### config.mk
export PLATFORM = sky130hd
export DESIGN_NAME = bitstream_serializer
export DESIGN_NICKNAME = d
export VERILOG_FILES = /design/src/rtl/bitstream_pkg.sv /design/src/rtl/bit_timer.sv /design/src/rtl/bitstream_serializer.sv
export SDC_FILE = /design/constraint.sdc
export NUM_CORES = 1
export LEC_CHECK = 0
export ABC_CLOCK_PERIOD_IN_PS = 1300
export CAP_MARGIN = 20
export CORE_MARGIN = 5
export CORE_UTILIZATION = 46
export DETAILED_ROUTE_END_ITERATION = 7
export PLACE_DENSITY = 0.76
export SLEW_MARGIN = 25
export SYNTH_ARGS = -nofsm -noshare
export SYNTH_HDL_FRONTEND = slang
export SYNTH_SLANG_ARGS = --single-unit
export TNS_END_PERCENT = 30
### constraint.sdc
create_clock -name iCLK -period 1.3 [get_ports iCLK]
set_input_delay 0.26 -clock iCLK [delete_from_list [all_inputs] [get_ports iCLK]]
set_output_delay 0.26 -clock iCLK [all_outputs]
set_load 0.02 [all_outputs]
### src/rtl/bitstream_pkg.sv
// Shared definitions for the bitstream serializer: FSM encoding and counter sizing.
package bitstream_pkg;

  localparam logic ST_IDLE  = 1'b0;
  localparam logic ST_SHIFT = 1'b1;

  // Width needed to count 0..range-1, never less than one bit.
  function automatic int unsigned cnt_width(input int unsigned range);
    if (range <= 2) begin
      return 1;
    end
    return $clog2(range);
  endfunction

endpackage

### src/rtl/bit_timer.sv
// Per-bit clock divider: counts CLKS_PER_BIT clocks and strobes on the last one.
module bit_timer
  import bitstream_pkg::*;
#(
  parameter int unsigned CLKS_PER_BIT = 1
) (
  input  logic iCLK,
  input  logic iRST,
  input  logic enable,
  input  logic restart,
  output logic oSTROBE
);

  localparam int unsigned CW = cnt_width(CLKS_PER_BIT);
  localparam logic [CW-1:0] CNT_LAST = CW'(CLKS_PER_BIT - 1);

  logic [CW-1:0] cnt_q, cnt_d;

  always_comb begin
    cnt_d = cnt_q;
    if (restart) begin
      cnt_d = '0;
    end else if (enable) begin
      cnt_d = (cnt_q == CNT_LAST) ? '0 : cnt_q + CW'(1);
    end
  end

  always_ff @(posedge iCLK or negedge iRST) begin
    if (!iRST) begin
      cnt_q <= '0;
    end else begin
      cnt_q <= cnt_d;
    end
  end

  assign oSTROBE = enable && (cnt_q == CNT_LAST);

endmodule

### src/rtl/bitstream_serializer.sv
// Parallel-to-serial stage with a one-word holding buffer so consecutive words stream gap-free.
module bitstream_serializer
  import bitstream_pkg::*;
#(
  parameter int unsigned WIDTH        = 8,
  parameter int unsigned CLKS_PER_BIT = 1,
  parameter bit          MSB_FIRST    = 1'b1,
  parameter bit          IDLE_LEVEL   = 1'b0
) (
  input  logic             iCLK,
  input  logic             iRST,
  input  logic [WIDTH-1:0] iDATA,
  input  logic             iVALID,
  output logic             oREADY,
  output logic             oOUT,
  output logic             oSTROBE,
  output logic             oDONE,
  output logic             oBUSY
);

  if (WIDTH < 2) begin : g_bad_width
    $error("bitstream_serializer: WIDTH must be >= 2");
  end
  if (CLKS_PER_BIT < 1) begin : g_bad_cpb
    $error("bitstream_serializer: CLKS_PER_BIT must be >= 1");
  end

  localparam int unsigned BW = cnt_width(WIDTH);
  localparam logic [BW-1:0] BIT_LAST = BW'(WIDTH - 1);

  logic             state_q, state_d;
  logic [WIDTH-1:0] shift_q, shift_d;
  logic [WIDTH-1:0] hold_q, hold_d;
  logic             hold_full_q, hold_full_d;
  logic [BW-1:0]    bit_q, bit_d;
  logic             out_q, out_d;
  logic             ready_q;
  logic             xfer;
  logic             strobe;
  logic             last_bit;
  logic             load;
  logic [WIDTH-1:0] shifted;

  function automatic logic head(input logic [WIDTH-1:0] w);
    return MSB_FIRST ? w[WIDTH-1] : w[0];
  endfunction

  assign xfer     = iVALID && ready_q;
  assign last_bit = strobe && (bit_q == BIT_LAST);
  assign shifted  = MSB_FIRST ? {shift_q[WIDTH-2:0], 1'b0} : {1'b0, shift_q[WIDTH-1:1]};

  bit_timer #(
    .CLKS_PER_BIT(CLKS_PER_BIT)
  ) u_bit_timer (
    .iCLK   (iCLK),
    .iRST   (iRST),
    .enable (state_q == ST_SHIFT),
    .restart(load),
    .oSTROBE(strobe)
  );

  always_comb begin
    state_d     = state_q;
    shift_d     = shift_q;
    hold_d      = hold_q;
    hold_full_d = hold_full_q;
    bit_d       = bit_q;
    out_d       = out_q;
    load        = 1'b0;
    unique case (state_q)
      ST_IDLE: begin
        if (xfer) begin
          load    = 1'b1;
          shift_d = iDATA;
          out_d   = head(iDATA);
          bit_d   = '0;
          state_d = ST_SHIFT;
        end
      end
      ST_SHIFT: begin
        if (last_bit) begin
          bit_d = '0;
          // Buffered word wins; a direct load is only possible with the buffer empty.
          if (hold_full_q) begin
            load        = 1'b1;
            shift_d     = hold_q;
            out_d       = head(hold_q);
            hold_full_d = 1'b0;
          end else if (xfer) begin
            load    = 1'b1;
            shift_d = iDATA;
            out_d   = head(iDATA);
          end else begin
            out_d   = IDLE_LEVEL;
            state_d = ST_IDLE;
          end
        end else begin
          if (xfer) begin
            hold_d      = iDATA;
            hold_full_d = 1'b1;
          end
          if (strobe) begin
            shift_d = shifted;
            out_d   = head(shifted);
            bit_d   = bit_q + BW'(1);
          end
        end
      end
    endcase
  end

  always_ff @(posedge iCLK or negedge iRST) begin
    if (!iRST) begin
      state_q     <= ST_IDLE;
      shift_q     <= '0;
      hold_q      <= '0;
      hold_full_q <= 1'b0;
      bit_q       <= '0;
      out_q       <= IDLE_LEVEL;
      ready_q     <= 1'b0;
    end else begin
      state_q     <= state_d;
      shift_q     <= shift_d;
      hold_q      <= hold_d;
      hold_full_q <= hold_full_d;
      bit_q       <= bit_d;
      out_q       <= out_d;
      ready_q     <= !hold_full_d;
    end
  end

  assign oREADY  = ready_q;
  assign oOUT    = out_q;
  assign oSTROBE = strobe;
  assign oDONE   = last_bit;
  assign oBUSY   = (state_q == ST_SHIFT);

endmodule

==> run_summary.xml, run 1 <==
<?xml version="1.0" encoding="UTF-8"?>
<metrics>
  <group name="status">
    <metric name="status" unit="">complete, but fails checks</metric>
    <metric name="violations" unit="">setup timing</metric>
  </group>
  <group name="setup_path">
    <metric name="critPathArrivalTime" unit="ps">1310</metric>
    <metric name="crit_chain" unit="">ha_2, ha_4, and2_4, buf_6</metric>
    <metric name="critical_path.startpoint_type" unit="">register</metric>
    <metric name="critPathBufInv" unit="">1</metric>
    <metric name="critical_path.endpoint_type" unit="">output pin</metric>
    <metric name="worst_path_max_stage_delay" unit="ps">400</metric>
    <metric name="cp_data_required_time" unit="ps">1040</metric>
    <metric name="cpLargestDelayFamily" unit="">flip-flops</metric>
    <metric name="critical_setup_path_class" unit="">register to output pin</metric>
    <metric name="critical_path.slowest_cell" unit="">sky130_fd_sc_hd__dfrtp_1</metric>
    <metric name="cp_max_fo" unit="">2</metric>
  </group>
  <group name="route">
    <metric name="viasPerCell" unit="">5.56</metric>
    <metric name="wire_per_inst" unit="um">14.1</metric>
    <metric name="remaining_drc_errors" unit="">0</metric>
    <metric name="route.final.wire_length" unit="um">2030</metric>
    <metric name="vias" unit="">800</metric>
    <metric name="first_pass_iters" unit="">4</metric>
    <metric name="route.antenna.remaining_nets" unit="">0</metric>
    <metric name="drt-initial-drc-count" unit="">12</metric>
  </group>
  <group name="global_routing">
    <metric name="number_of_antenna_violations_at_the_first_check_in_global_routing" unit="">0</metric>
    <metric name="global_route.overflow_total" unit="">0</metric>
    <metric name="grt_max_degree" unit="">23</metric>
    <metric name="grt_first_pass_wirelength" unit="um">3550</metric>
    <metric name="grt_util_all_layers" unit="%">13.7</metric>
    <metric name="first_global_vias" unit="">818</metric>
  </group>
  <group name="timing">
    <metric name="fin_hold_ws" unit="ps">300</metric>
    <metric name="final_hold_fails" unit="">0</metric>
    <metric name="rsz0062_at_grt" unit="">yes</metric>
    <metric name="setup_viol" unit="">19</metric>
    <metric name="timing.final.crit_share" unit="%">121</metric>
    <metric name="fmax" unit="GHz">0.638</metric>
    <metric name="final_critical_path_setup_slack" unit="ps">-269</metric>
    <metric name="min_period" unit="ps">1570</metric>
    <metric name="slew_headroom" unit="%">81.3</metric>
    <metric name="report.final.slew_viol_count" unit="">0</metric>
    <metric name="max_slew.worst_pin.slew" unit="ps">280</metric>
    <metric name="timing.clock.skew" unit="ps">2.31</metric>
  </group>
  <group name="floorplan">
    <metric name="core_area" unit="mm^2">0.00215</metric>
    <metric name="die_footprint" unit="mm^2">0.00323</metric>
    <metric name="chipWidth" unit="um">56.8</metric>
    <metric name="floorplan.die.height" unit="um">56.8</metric>
    <metric name="floorplan.initialDensity" unit="%">46.9</metric>
    <metric name="core.rowCount" unit="">17</metric>
    <metric name="io_pins" unit="">16</metric>
  </group>
  <group name="clocking">
    <metric name="cts_sinks" unit="">22</metric>
    <metric name="clkLatencyLatePin" unit="ps">300</metric>
    <metric name="clkTransAtPathRegs" unit="ps">120</metric>
    <metric name="cts_buffers" unit="">3</metric>
    <metric name="htree_num_levels" unit="">1</metric>
    <metric name="cts.path.max_buffers" unit="">2</metric>
    <metric name="tritoncts_clock_tree" unit="">yes</metric>
    <metric name="cts-root-buf" unit="">sky130_fd_sc_hd__clkbuf_4</metric>
    <metric name="cts_hold_buffers" unit="">0</metric>
  </group>
  <group name="power">
    <metric name="power.ir.vdd_worst" unit="mV">1.20</metric>
    <metric name="power_density" unit="mW/mm^2">2240</metric>
    <metric name="p_leak" unit="nW">0.572</metric>
  </group>
  <group name="place">
    <metric name="post-place-ws" unit="ps">-331</metric>
    <metric name="gp_congestion" unit="">0.791</metric>
    <metric name="hpwlAfterDp" unit="um">1450</metric>
    <metric name="port_buffers" unit="">15</metric>
  </group>
  <group name="synthesis">
    <metric name="synthCells" unit="">90</metric>
    <metric name="synth_cell_type_count" unit="">23</metric>
    <metric name="post_synth_fa_ha_maj_area_fraction" unit="%">2.48</metric>
    <metric name="post_synth_instance_area" unit="mm^2">0.00101</metric>
    <metric name="post_synth_mux_area_share" unit="%">11.1</metric>
    <metric name="synthXorXnorAreaFrac" unit="%">0</metric>
    <metric name="ys_ff_latch" unit="">22</metric>
    <metric name="synth_compound_area_share" unit="%">14.5</metric>
    <metric name="synth_simple_gate_area_share" unit="%">12.9</metric>
    <metric name="syn_nets" unit="">103</metric>
    <metric name="syn_avg_cell_area" unit="um^2">11.2</metric>
    <metric name="seq_area_frac_synth" unit="%">54.7</metric>
    <metric name="dominant_combinational_cell_family_by_area_after_synthesis" unit="">compound AO/OA/AOI/OAI gates</metric>
    <metric name="synthesis.yosys.warnings" unit="">0</metric>
  </group>
  <group name="finish">
    <metric name="layout.filler_cells" unit="">178</metric>
    <metric name="area_growth" unit="%">29.9</metric>
    <metric name="diodes" unit="">0</metric>
    <metric name="layout.nets" unit="">130</metric>
    <metric name="drive_above_1_share" unit="%">33.6</metric>
  </group>
  <group name="job">
    <metric name="max_cap_viol_count" unit="">0</metric>
  </group>
  <group name="worst_hold_path">
    <metric name="worst_hold_path_type" unit="">input pin to async pin</metric>
  </group>
</metrics>
==> worst register-to-register path, stage by stage, from the launching register on <==
cell and delay [ps]:
sky130_fd_sc_hd__dfrtp_1 400, sky130_fd_sc_hd__ha_2 200, sky130_fd_sc_hd__ha_4 160, sky130_fd_sc_hd__buf_6 140, sky130_fd_sc_hd__inv_6 70, sky130_fd_sc_hd__nand3_4 120, sky130_fd_sc_hd__mux2_4 320
==> per-stage QoR <==
step | setup TNS (ps) | total power, mW | cell area (um^2) | util (%) | instances
after CTS | -4190 | 2.87 | 1280 | 59.8 | 142
after global routing | -4220 | 3.17 | 1310 | 60.9 | 144
after global placement | -3810 | 2.52 | 1260 | 58.6 | 137
after floorplan | -11.4 | 2.15 | 1040 | - | 90
final | -2710 | 2.93 | 1310 | 60.9 | 144
after detailed placement | -4190 | 2.58 | 1260 | 58.6 | 137
==> registers in the layout (all words and copies together) (netlist names), named ones only <==
| name | flops |
|---|---|
| hold_q | 8 |
| shift_q | 7 |
| bit_q | 3 |
| oBUSY | 1 |
| oOUT | 1 |
| oREADY | 1 |
==> cells in the final DEF, fill, tap and decap left out, types with 3 or more instances in the layout <==
master and n:
sky130_fd_sc_hd__buf_4 12, sky130_fd_sc_hd__nand2_1 20, sky130_fd_sc_hd__clkbuf_4 3, sky130_fd_sc_hd__dfrtp_1 21, sky130_fd_sc_hd__o21ai_0 3, sky130_fd_sc_hd__o22ai_1 8
sky130_fd_sc_hd__clkdlybuf4s50_1 10, sky130_fd_sc_hd__a32oi_1 6, sky130_fd_sc_hd__mux2_2 8
==> where the power goes <==
group          total (mW)  switching, mW  internal (mW)
sequential           1.23          0.206           1.02
combinational        1.39          0.658          0.733
clock               0.312          0.193          0.119
total                2.93           1.06           1.87
==> kinds of logic after synthesis <==
family / after synthesis
and+or+nand+nor: 28
AOI/OAI and AO/OA: 21
adders and majority gates: 2
DFF: 22
buffers and inverters: 7
muxes: 10
==> routing by layer <==
layer	vias up	wire length (um)	part of all wire (%)	track usage [%]
met5	-	0	0	0
met4	0	9	0.44	4.30
met3	2	118	5.8	3.45
met2	17	1020	50	22.4
met1	396	887	44	17.7
li1	385	-	-	-
==> synth_stat cells <==
master / number / area [um^2]
sky130_fd_sc_hd__buf_4: 2 / 15.0
sky130_fd_sc_hd__clkbuf_1: 1 / 3.75
sky130_fd_sc_hd__o22ai_1: 8 / 50.1
sky130_fd_sc_hd__a32o_1: 1 / 10.0
sky130_fd_sc_hd__o21ai_0: 3 / 15.0
sky130_fd_sc_hd__dfrtp_1: 22 / 551
sky130_fd_sc_hd__nand3_4: 1 / 17.5
sky130_fd_sc_hd__a32oi_1: 6 / 52.6
sky130_fd_sc_hd__buf_6: 1 / 11.3
sky130_fd_sc_hd__buf_2: 2 / 10.0
sky130_fd_sc_hd__mux2_2: 9 / 101
sky130_fd_sc_hd__ha_1: 2 / 25.0
sky130_fd_sc_hd__a21oi_1: 1 / 5.00
sky130_fd_sc_hd__mux2i_1: 1 / 10.0
sky130_fd_sc_hd__a221oi_1: 1 / 8.76
sky130_fd_sc_hd__and2_2: 1 / 7.51
sky130_fd_sc_hd__o21ai_1: 1 / 5.00
sky130_fd_sc_hd__inv_1: 1 / 3.75
sky130_fd_sc_hd__or2_2: 1 / 6.26
sky130_fd_sc_hd__nor2_1: 2 / 7.51
sky130_fd_sc_hd__and2_1: 1 / 6.26
sky130_fd_sc_hd__nand2_1: 21 / 78.8
sky130_fd_sc_hd__nor2b_1: 1 / 6.26
==> final timing paths <==
| kind | cells after the start | startpoint | to | slack (ps) |
|---|---|---|---|---|
| worst max-delay path | 4 | bit_q[0] | oDONE | -270 |
| worst min register to register | 1 | hold_q[1] | hold_q[1] | 520 |
| worst min-delay path | 2 | iRST | shift_q[6] | 300 |
| max in group asynchronous | 2 | iRST | oREADY | 770 |
| worst max register to register | 6 | bit_q[0] | hold_q[0] | -220 |
| min in group iCLK | 1 | hold_q[1] | hold_q[1] | 520 |
==> layout make-up <==
| cell class | count | area (um^2) | area share (%) |
|---|---|---|---|
| flip-flops and latches | 22 | 552 | 42.2 |
| multi-input cells | 61 | 449 | 34.3 |
| repair buffers | 28 | 238 | 18.2 |
| well taps | 28 | 35.0 | 2.68 |
| clock buffers | 4 | 26.3 | 2.01 |
| inverters | 1 | 8.76 | 0.669 |
==> what timing repair did <==
item	CTS	global route
resized for setup	17	5
endpoints found under the setup margin	23	22
setup buffers	1	2
pin swaps	1	2
No activity file was read; power rests on OpenSTA's default activity.
==> run 2: changes to the inputs <==
--- a/config.mk
+++ b/config.mk
@@ -5,12 +5,12 @@
 export SDC_FILE = /design/constraint.sdc
 export NUM_CORES = 1
 export LEC_CHECK = 0
-export ABC_CLOCK_PERIOD_IN_PS = 1300
+export ABC_CLOCK_PERIOD_IN_PS = 1800
 export CAP_MARGIN = 20
 export CORE_MARGIN = 5
-export CORE_UTILIZATION = 46
+export CORE_UTILIZATION = 51
 export DETAILED_ROUTE_END_ITERATION = 7
-export PLACE_DENSITY = 0.76
+export PLACE_DENSITY = 0.79
 export SLEW_MARGIN = 25
 export SYNTH_ARGS = -nofsm -noshare
 export SYNTH_HDL_FRONTEND = slang
==> constraint.sdc (replaced) <==
create_clock -name iCLK -period 1.8 [get_ports iCLK]
set_input_delay 0.36 -clock iCLK [delete_from_list [all_inputs] [get_ports iCLK]]
set_output_delay 0.36 -clock iCLK [all_outputs]
set_load 0.02 [all_outputs]
==> run 2 against run 1 <==
The run now ends clean. Register-to-register slack better by 340 ps. Hold slack better by 83 ps. Die area down 8.1%. Critical path depth unchanged. Clock skew up 8.7 ps. Utilization up 2.8 points. Critical path type unchanged. Largest power group unchanged.
==> run_summary.xml, run 2 (synthesis results as in run 1) <==
<?xml version="1.0" encoding="UTF-8"?>
<metrics>
  <group name="route">
    <metric name="remaining_drc_errors" unit="">0</metric>
    <metric name="viasPerCell" unit="">5.55</metric>
    <metric name="drt-initial-drc-count" unit="">9</metric>
    <metric name="first_pass_iters" unit="">4</metric>
    <metric name="route.final.wire_length" unit="um">2000</metric>
    <metric name="vias" unit="">755</metric>
    <metric name="wire_per_inst" unit="um">14.7</metric>
    <metric name="route.antenna.remaining_nets" unit="">0</metric>
  </group>
  <group name="setup_path">
    <metric name="cp_max_fo" unit="">2</metric>
    <metric name="cp_data_required_time" unit="ps">1440</metric>
    <metric name="reg2reg_setup_slack" unit="ps">120</metric>
    <metric name="critical_path.endpoint_type" unit="">output pin</metric>
    <metric name="crit_chain" unit="">ha_1, ha_1, and2_1, buf_2</metric>
    <metric name="critical_setup_path_class" unit="">register to output pin</metric>
    <metric name="regToRegEndpoint" unit="">hold_q[1]</metric>
    <metric name="critical_path.startpoint_type" unit="">register</metric>
    <metric name="crit-reg2reg-launch" unit="">bit_q[0]</metric>
    <metric name="r2r.worst_path.cells" unit="">6</metric>
    <metric name="critical_path.most_common_cell" unit="">sky130_fd_sc_hd__ha_1</metric>
    <metric name="cpLargestDelayFamily" unit="">flip-flops</metric>
    <metric name="critical_path.slowest_cell" unit="">sky130_fd_sc_hd__dfrtp_1</metric>
    <metric name="critPathBufInv" unit="">1</metric>
    <metric name="critPathArrivalTime" unit="ps">1380</metric>
    <metric name="worst_path_max_stage_delay" unit="ps">400</metric>
  </group>
  <group name="global_routing">
    <metric name="number_of_antenna_violations_at_the_first_check_in_global_routing" unit="">0</metric>
    <metric name="grt_first_pass_wirelength" unit="um">3440</metric>
    <metric name="first_global_vias" unit="">715</metric>
    <metric name="grt_util_all_layers" unit="%">16.5</metric>
    <metric name="global_route.overflow_total" unit="">0</metric>
    <metric name="grt_max_degree" unit="">23</metric>
  </group>
  <group name="finish">
    <metric name="regMostFlops" unit="">hold_q</metric>
    <metric name="final_core_occ" unit="%">63.7</metric>
    <metric name="diodes" unit="">0</metric>
    <metric name="layout.cells.most_common" unit="">sky130_fd_sc_hd__dfrtp_1</metric>
    <metric name="drive_above_1_share" unit="%">22.0</metric>
    <metric name="layout.filler_cells" unit="">171</metric>
    <metric name="layout.nets" unit="">124</metric>
    <metric name="most-common-layout-cells" unit="">sky130_fd_sc_hd__dfrtp_1 (22), sky130_fd_sc_hd__nand2_1 (21), sky130_fd_sc_hd__clkdlybuf4s50_1 (14)</metric>
    <metric name="largest_register_ff_count" unit="">8</metric>
    <metric name="area_growth" unit="%">21.6</metric>
    <metric name="largestRegisters" unit="">hold_q: 8 flops, shift_q: 7 flops, bit_q: 3 flops</metric>
  </group>
  <group name="power">
    <metric name="power.ir.vdd_worst" unit="mV">0.922</metric>
    <metric name="p_leak" unit="nW">0.536</metric>
    <metric name="power_density" unit="mW/mm^2">1620</metric>
  </group>
  <group name="timing">
    <metric name="timing.clock.skew" unit="ps">11.0</metric>
    <metric name="final_critical_path_setup_slack" unit="ps">55.0</metric>
    <metric name="fmax" unit="GHz">0.573</metric>
    <metric name="fin_hold_ws" unit="ps">383</metric>
    <metric name="report.final.slew_viol_count" unit="">0</metric>
    <metric name="slew_headroom" unit="%">76.1</metric>
    <metric name="min_period" unit="ps">1740</metric>
    <metric name="final_hold_fails" unit="">0</metric>
    <metric name="timing.final.crit_share" unit="%">96.9</metric>
    <metric name="rsz0062_at_grt" unit="">yes</metric>
    <metric name="max_slew.worst_pin.slew" unit="ps">359</metric>
    <metric name="setup_viol" unit="">0</metric>
  </group>
  <group name="clocking">
    <metric name="clkLatencyLatePin" unit="ps">310</metric>
    <metric name="clkTransAtPathRegs" unit="ps">120</metric>
    <metric name="htree_num_levels" unit="">1</metric>
    <metric name="cts_hold_buffers" unit="">0</metric>
    <metric name="cts_buffers" unit="">3</metric>
    <metric name="tritoncts_clock_tree" unit="">yes</metric>
    <metric name="cts_sinks" unit="">22</metric>
    <metric name="cts-root-buf" unit="">sky130_fd_sc_hd__clkbuf_4</metric>
    <metric name="cts.path.max_buffers" unit="">2</metric>
  </group>
  <group name="floorplan">
    <metric name="core.rowCount" unit="">16</metric>
    <metric name="floorplan.initialDensity" unit="%">52.4</metric>
    <metric name="chipWidth" unit="um">54.4</metric>
    <metric name="core_area" unit="mm^2">0.00192</metric>
    <metric name="floorplan.die.height" unit="um">54.4</metric>
    <metric name="die_footprint" unit="mm^2">0.00296</metric>
    <metric name="io_pins" unit="">16</metric>
  </group>
  <group name="place">
    <metric name="hpwlAfterDp" unit="um">1380</metric>
    <metric name="post-place-ws" unit="ps">-1.79</metric>
    <metric name="gp_congestion" unit="">0.735</metric>
    <metric name="port_buffers" unit="">15</metric>
  </group>
  <group name="worst_hold_path">
    <metric name="worst_hold_path_type" unit="">input pin to async pin</metric>
  </group>
  <group name="status">
    <metric name="status" unit="">complete, no violations</metric>
  </group>
  <group name="job">
    <metric name="max_cap_viol_count" unit="">0</metric>
  </group>
</metrics>
==> run 2: cell count changes in the layout (fill, tap and decap cells not counted), moves of 2 or more <==
cell,previous run,this run
sky130_fd_sc_hd__buf_6,2,0
sky130_fd_sc_hd__ha_1,0,2
sky130_fd_sc_hd__buf_4,12,7
sky130_fd_sc_hd__and2_4,2,0
sky130_fd_sc_hd__clkdlybuf4s50_1,10,14
==> run 2: repair_timing <==
| action | CTS | global route |
|---|---|---|
| resized for setup | 4 | 1 |
| setup endpoints to repair | 1 | 8 |
| pin swaps | 0 | 0 |
| setup buffers | 0 | 0 |
==> run 2: cell type report <==
cell class	instances	area [um^2]	area share (%)
sequential	22	551	44.9
multi-input combinational	61	417	34.0
timing repair buffer	22	198	16.1
tap	27	33.8	2.76
clock buffer	3	22.5	1.84
inverter	1	3.75	0.306
==> run 2: worst max-delay path by stage <==
stage,from,endpoint,depth (start not counted)
after floorplan,bit_q[0],oREADY,4
after global placement,bit_q[0],oDONE,4
after detailed placement,bit_q[0],oDONE,4
after CTS,bit_q[0],oDONE,4
after global routing,bit_q[0],oDONE,4
final,bit_q[0],oDONE,4
==> run 2: metrics by stage <==
stage | instance area (um^2) | setup TNS [ps] | total power, mW | cells
2_1_floorplan | 1010 | 0 | 1.49 | 90
3_3_place_gp | 1200 | 0 | 1.73 | 133
3_5_place_dp | 1200 | -1.79 | 1.77 | 133
4_1_cts | 1220 | 0 | 1.98 | 136
5_1_grt | 1220 | -32.9 | 2.15 | 136
6_report | 1220 | 0 | 1.98 | 136
==> run 2: where the power goes <==
part           switching [mW]  internal (mW)  total (mW)  leakage, nW
Sequential              0.142          0.735       0.877        0.262
Combinational           0.435          0.450       0.885        0.260
Clock                   0.141         0.0781       0.219       0.0138
==> run 2: routing by layer <==
| metal | vias to the layer above | wire length, um | GRT usage, % |
|---|---|---|---|
| met4 | 0 | 22 | 6.22 |
| met1 | 371 | 925 | 23.4 |
| met2 | 16 | 967 | 24.7 |
| li1 | 364 | - | - |
| met5 | - | 0 | 0 |
| met3 | 4 | 82 | 3.27 |
==> run 3: changes to the inputs <==
--- a/config.mk
+++ b/config.mk
@@ -5,12 +5,15 @@
 export SDC_FILE = /design/constraint.sdc
 export NUM_CORES = 1
 export LEC_CHECK = 0
+export ABC_AREA = 1
 export ABC_CLOCK_PERIOD_IN_PS = 1800
 export CAP_MARGIN = 20
 export CORE_MARGIN = 5
-export CORE_UTILIZATION = 51
+export CORE_UTILIZATION = 52
 export DETAILED_ROUTE_END_ITERATION = 7
-export PLACE_DENSITY = 0.79
+export MAX_ROUTING_LAYER = met4
+export PLACE_DENSITY = 0.8
+export SKIP_LAST_GASP = 1
 export SLEW_MARGIN = 25
 export SYNTH_ARGS = -nofsm -noshare
 export SYNTH_HDL_FRONTEND = slang
==> run 3 against run 2 <==
Wire length is 3.5% higher. Global-route usage is 1.6 points higher. Maximum frequency hardly changed. Highest routed layer unchanged. Combinational power is 0.7% higher. Critical path depth is 3 lower. Sequential cell count stayed put. Final area is 5.8% higher. Sequential share of layout area is 2.4 points lower. Critical path type unchanged. Setup slack hardly changed. Synthesized cell count is 32% higher. Hold slack worse by 10 ps. First-iteration DRC count is 33% lower.
==> run_summary.xml, run 3 <==
<?xml version="1.0" encoding="UTF-8"?>
<metrics>
  <group name="status">
    <metric name="status" unit="">complete, no violations</metric>
  </group>
  <group name="route">
    <metric name="route.antenna.remaining_nets" unit="">0</metric>
    <metric name="remaining_drc_errors" unit="">0</metric>
    <metric name="viasPerCell" unit="">5.11</metric>
    <metric name="first_pass_iters" unit="">4</metric>
    <metric name="drt-initial-drc-count" unit="">6</metric>
    <metric name="wire_per_inst" unit="um">12.3</metric>
    <metric name="vias" unit="">858</metric>
    <metric name="route.final.wire_length" unit="um">2070</metric>
  </group>
  <group name="finish">
    <metric name="layout.cells.most_common" unit="">sky130_fd_sc_hd__nand2_1</metric>
    <metric name="layout.filler_cells" unit="">166</metric>
    <metric name="largestRegisters" unit="">hold_q: 8 flops, shift_q: 7 flops, bit_q: 3 flops</metric>
    <metric name="diodes" unit="">0</metric>
    <metric name="area_growth" unit="%">22.5</metric>
    <metric name="layout.nets" unit="">155</metric>
    <metric name="most-common-layout-cells" unit="">sky130_fd_sc_hd__nand2_1 (38), sky130_fd_sc_hd__dfrtp_1 (21), sky130_fd_sc_hd__clkdlybuf4s50_1 (14)</metric>
    <metric name="final_core_occ" unit="%">66.8</metric>
    <metric name="regMostFlops" unit="">hold_q</metric>
    <metric name="drive_above_1_share" unit="%">19.9</metric>
    <metric name="largest_register_ff_count" unit="">8</metric>
  </group>
  <group name="clocking">
    <metric name="post_cts.repair.setup_buffers" unit="">0</metric>
    <metric name="cts_sinks" unit="">22</metric>
    <metric name="cts-root-buf" unit="">sky130_fd_sc_hd__clkbuf_4</metric>
    <metric name="htree_num_levels" unit="">1</metric>
    <metric name="tritoncts_clock_tree" unit="">yes</metric>
    <metric name="clkTransAtPathRegs" unit="ps">120</metric>
    <metric name="cts_buffers" unit="">3</metric>
    <metric name="clkLatencyLatePin" unit="ps">310</metric>
    <metric name="cts_hold_buffers" unit="">0</metric>
    <metric name="cts.path.max_buffers" unit="">2</metric>
  </group>
  <group name="setup_path">
    <metric name="critical_path.startpoint_type" unit="">register</metric>
    <metric name="r2r.worst_path.cells" unit="">7</metric>
    <metric name="critical_setup_path_class" unit="">register to output pin</metric>
    <metric name="worst_path_max_stage_delay" unit="ps">620</metric>
    <metric name="cp_max_fo" unit="">7</metric>
    <metric name="critPathBufInv" unit="">1</metric>
    <metric name="critical_path.slowest_cell" unit="">sky130_fd_sc_hd__clkdlybuf4s50_1</metric>
    <metric name="cpLargestDelayFamily" unit="">buffers and inverters</metric>
    <metric name="critPathArrivalTime" unit="ps">1380</metric>
    <metric name="cp_data_required_time" unit="ps">1440</metric>
    <metric name="critical_path.endpoint_type" unit="">output pin</metric>
    <metric name="cp.depth" unit="">1</metric>
    <metric name="regToRegEndpoint" unit="">hold_q[7]</metric>
    <metric name="reg2reg_setup_slack" unit="ps">220</metric>
    <metric name="crit-reg2reg-launch" unit="">bit_q[0]</metric>
    <metric name="crit_chain" unit="">clkdlybuf4s50_1</metric>
  </group>
  <group name="global_routing">
    <metric name="grt_util_all_layers" unit="%">18.1</metric>
    <metric name="first_global_vias" unit="">877</metric>
    <metric name="global_route.overflow_total" unit="">0</metric>
    <metric name="use_met2" unit="%">28.1</metric>
    <metric name="grt_first_pass_wirelength" unit="um">3690</metric>
    <metric name="grt-busiest-layer" unit="">met2</metric>
    <metric name="met1_usage" unit="%">21.0</metric>
    <metric name="grt_max_degree" unit="">23</metric>
    <metric name="number_of_antenna_violations_at_the_first_check_in_global_routing" unit="">0</metric>
    <metric name="global_routing_met3_resource_utilization" unit="%">3.75</metric>
  </group>
  <group name="worst_hold_path">
    <metric name="worst_hold_path_type" unit="">input pin to async pin</metric>
  </group>
  <group name="timing">
    <metric name="rsz0062_at_grt" unit="">yes</metric>
    <metric name="slew_headroom" unit="%">76.4</metric>
    <metric name="timing.clock.skew" unit="ps">5.34</metric>
    <metric name="final_hold_fails" unit="">0</metric>
    <metric name="max_slew.worst_pin.slew" unit="ps">354</metric>
    <metric name="timing.final.crit_share" unit="%">96.9</metric>
    <metric name="fmax" unit="GHz">0.573</metric>
    <metric name="min_period" unit="ps">1740</metric>
    <metric name="report.final.slew_viol_count" unit="">0</metric>
    <metric name="setup_viol" unit="">0</metric>
  </group>
  <group name="synthesis">
    <metric name="seq_area_frac_synth" unit="%">52.0</metric>
    <metric name="share_of_synthesized_registers_carrying_an_async_set_or_reset" unit="%">100</metric>
    <metric name="postSynth.topFlopCell" unit="">sky130_fd_sc_hd__dfrtp_1</metric>
    <metric name="syn_avg_cell_area" unit="um^2">8.90</metric>
    <metric name="synthDominantCellAreaShare" unit="%">52.0</metric>
    <metric name="synth.most_common_cell" unit="">sky130_fd_sc_hd__nand2_1</metric>
    <metric name="synthCells" unit="">119</metric>
    <metric name="synthesis.yosys.warnings" unit="">0</metric>
    <metric name="synth_top_area_cells" unit="">sky130_fd_sc_hd__dfrtp_1 (52%), sky130_fd_sc_hd__nand2_1 (13%), sky130_fd_sc_hd__o211ai_1 (5.0%), sky130_fd_sc_hd__o21ai_2 (5.0%), sky130_fd_sc_hd__inv_1 (3.9%)</metric>
    <metric name="netlist.top_cell.by_area" unit="">sky130_fd_sc_hd__dfrtp_1</metric>
    <metric name="post_synth_instance_area" unit="mm^2">0.00106</metric>
    <metric name="synth_cell_type_count" unit="">18</metric>
    <metric name="number_of_enable_flip_flop_cells_after_synthesis" unit="">0</metric>
    <metric name="ys_ff_latch" unit="">22</metric>
    <metric name="syn_nets" unit="">132</metric>
    <metric name="synth_commonest_cells" unit="">sky130_fd_sc_hd__nand2_1 (38), sky130_fd_sc_hd__dfrtp_1 (22), sky130_fd_sc_hd__inv_1 (11)</metric>
  </group>
  <group name="place">
    <metric name="gp_congestion" unit="">0.831</metric>
    <metric name="port_buffers" unit="">15</metric>
    <metric name="hpwlAfterDp" unit="um">1540</metric>
  </group>
  <group name="floorplan">
    <metric name="floorplan.initialDensity" unit="%">54.5</metric>
    <metric name="io_pins" unit="">16</metric>
    <metric name="die_footprint" unit="mm^2">0.00304</metric>
    <metric name="chipWidth" unit="um">55.1</metric>
    <metric name="core_area" unit="mm^2">0.00194</metric>
    <metric name="core.rowCount" unit="">16</metric>
    <metric name="floorplan.die.height" unit="um">55.1</metric>
  </group>
  <group name="power">
    <metric name="power_density" unit="mW/mm^2">1550</metric>
    <metric name="power.ir.vdd_worst" unit="mV">0.851</metric>
    <metric name="overall_power" unit="mW">2.01</metric>
    <metric name="p_leak" unit="nW">0.668</metric>
  </group>
  <group name="job">
    <metric name="max_cap_viol_count" unit="">0</metric>
  </group>
</metrics>
## run 3: per-stage QoR
step / setup TNS [ps] / instances / worst slack [ps] / area [um^2] / hold WS (ps)
detailed placement: 0 / 164 / 34.8 / 1260 / 464
finish: 0 / 168 / 55.2 / 1300 / 372
floorplan: 0 / 119 / 362 / 1060 / 64.4
global route: -2.97 / 168 / -1.97 / 1300 / 393
global placement: 0 / 164 / 35.5 / 1260 / 460
CTS: -44.9 / 168 / -23.1 / 1290 / 383
## run 3: worst max-delay path by stage
| stage | start | end | slack [ps] |
|---|---|---|---|
| after floorplan | bit_q[0] | oDONE | 360 |
| after global placement | bit_q[0] | oDONE | 40 |
| after detailed placement | bit_q[0] | oDONE | 30 |
| after CTS | oBUSY | oSTROBE | -20 |
| after global routing | oBUSY | oSTROBE | -2 |
| final | oBUSY | oSTROBE | 60 |
## run 3: layout make-up
class / count / area (um^2) / area share (%)
clock buffers: 4 / 36.3 / 2.80
inverters: 14 / 52.6 / 4.05
multi-input cells: 79 / 424 / 32.7
flip-flops and latches: 22 / 552 / 42.6
well taps: 27 / 33.8 / 2.61
repair buffers: 22 / 198 / 15.3
## run 3: kinds of logic after synthesis
logic type,share of synthesized area [%]
AOI/OAI and AO/OA,16.7
adders and majority gates,2.36
buffers and inverters,8.16
DFF,52.0
and+or+nand+nor,20.8
## run 3: per-layer routing
layer  vias up  part of all wire (%)
met5         -                     0
met4         0                   2.9
met3         7                   4.2
met2        16                    49
met1       404                    44
li1        431                     -
## run 3: repair_timing
item | in CTS | in global routing
endpoints found under the hold margin | 0 | 0
resized for setup | 4 | 2
endpoints found under the setup margin | 3 | 3
## run 3: power breakdown
group          internal [mW]  switching, mW
clock                  0.124          0.149
sequential             0.714          0.133
combinational          0.379          0.511
total                   1.22          0.793
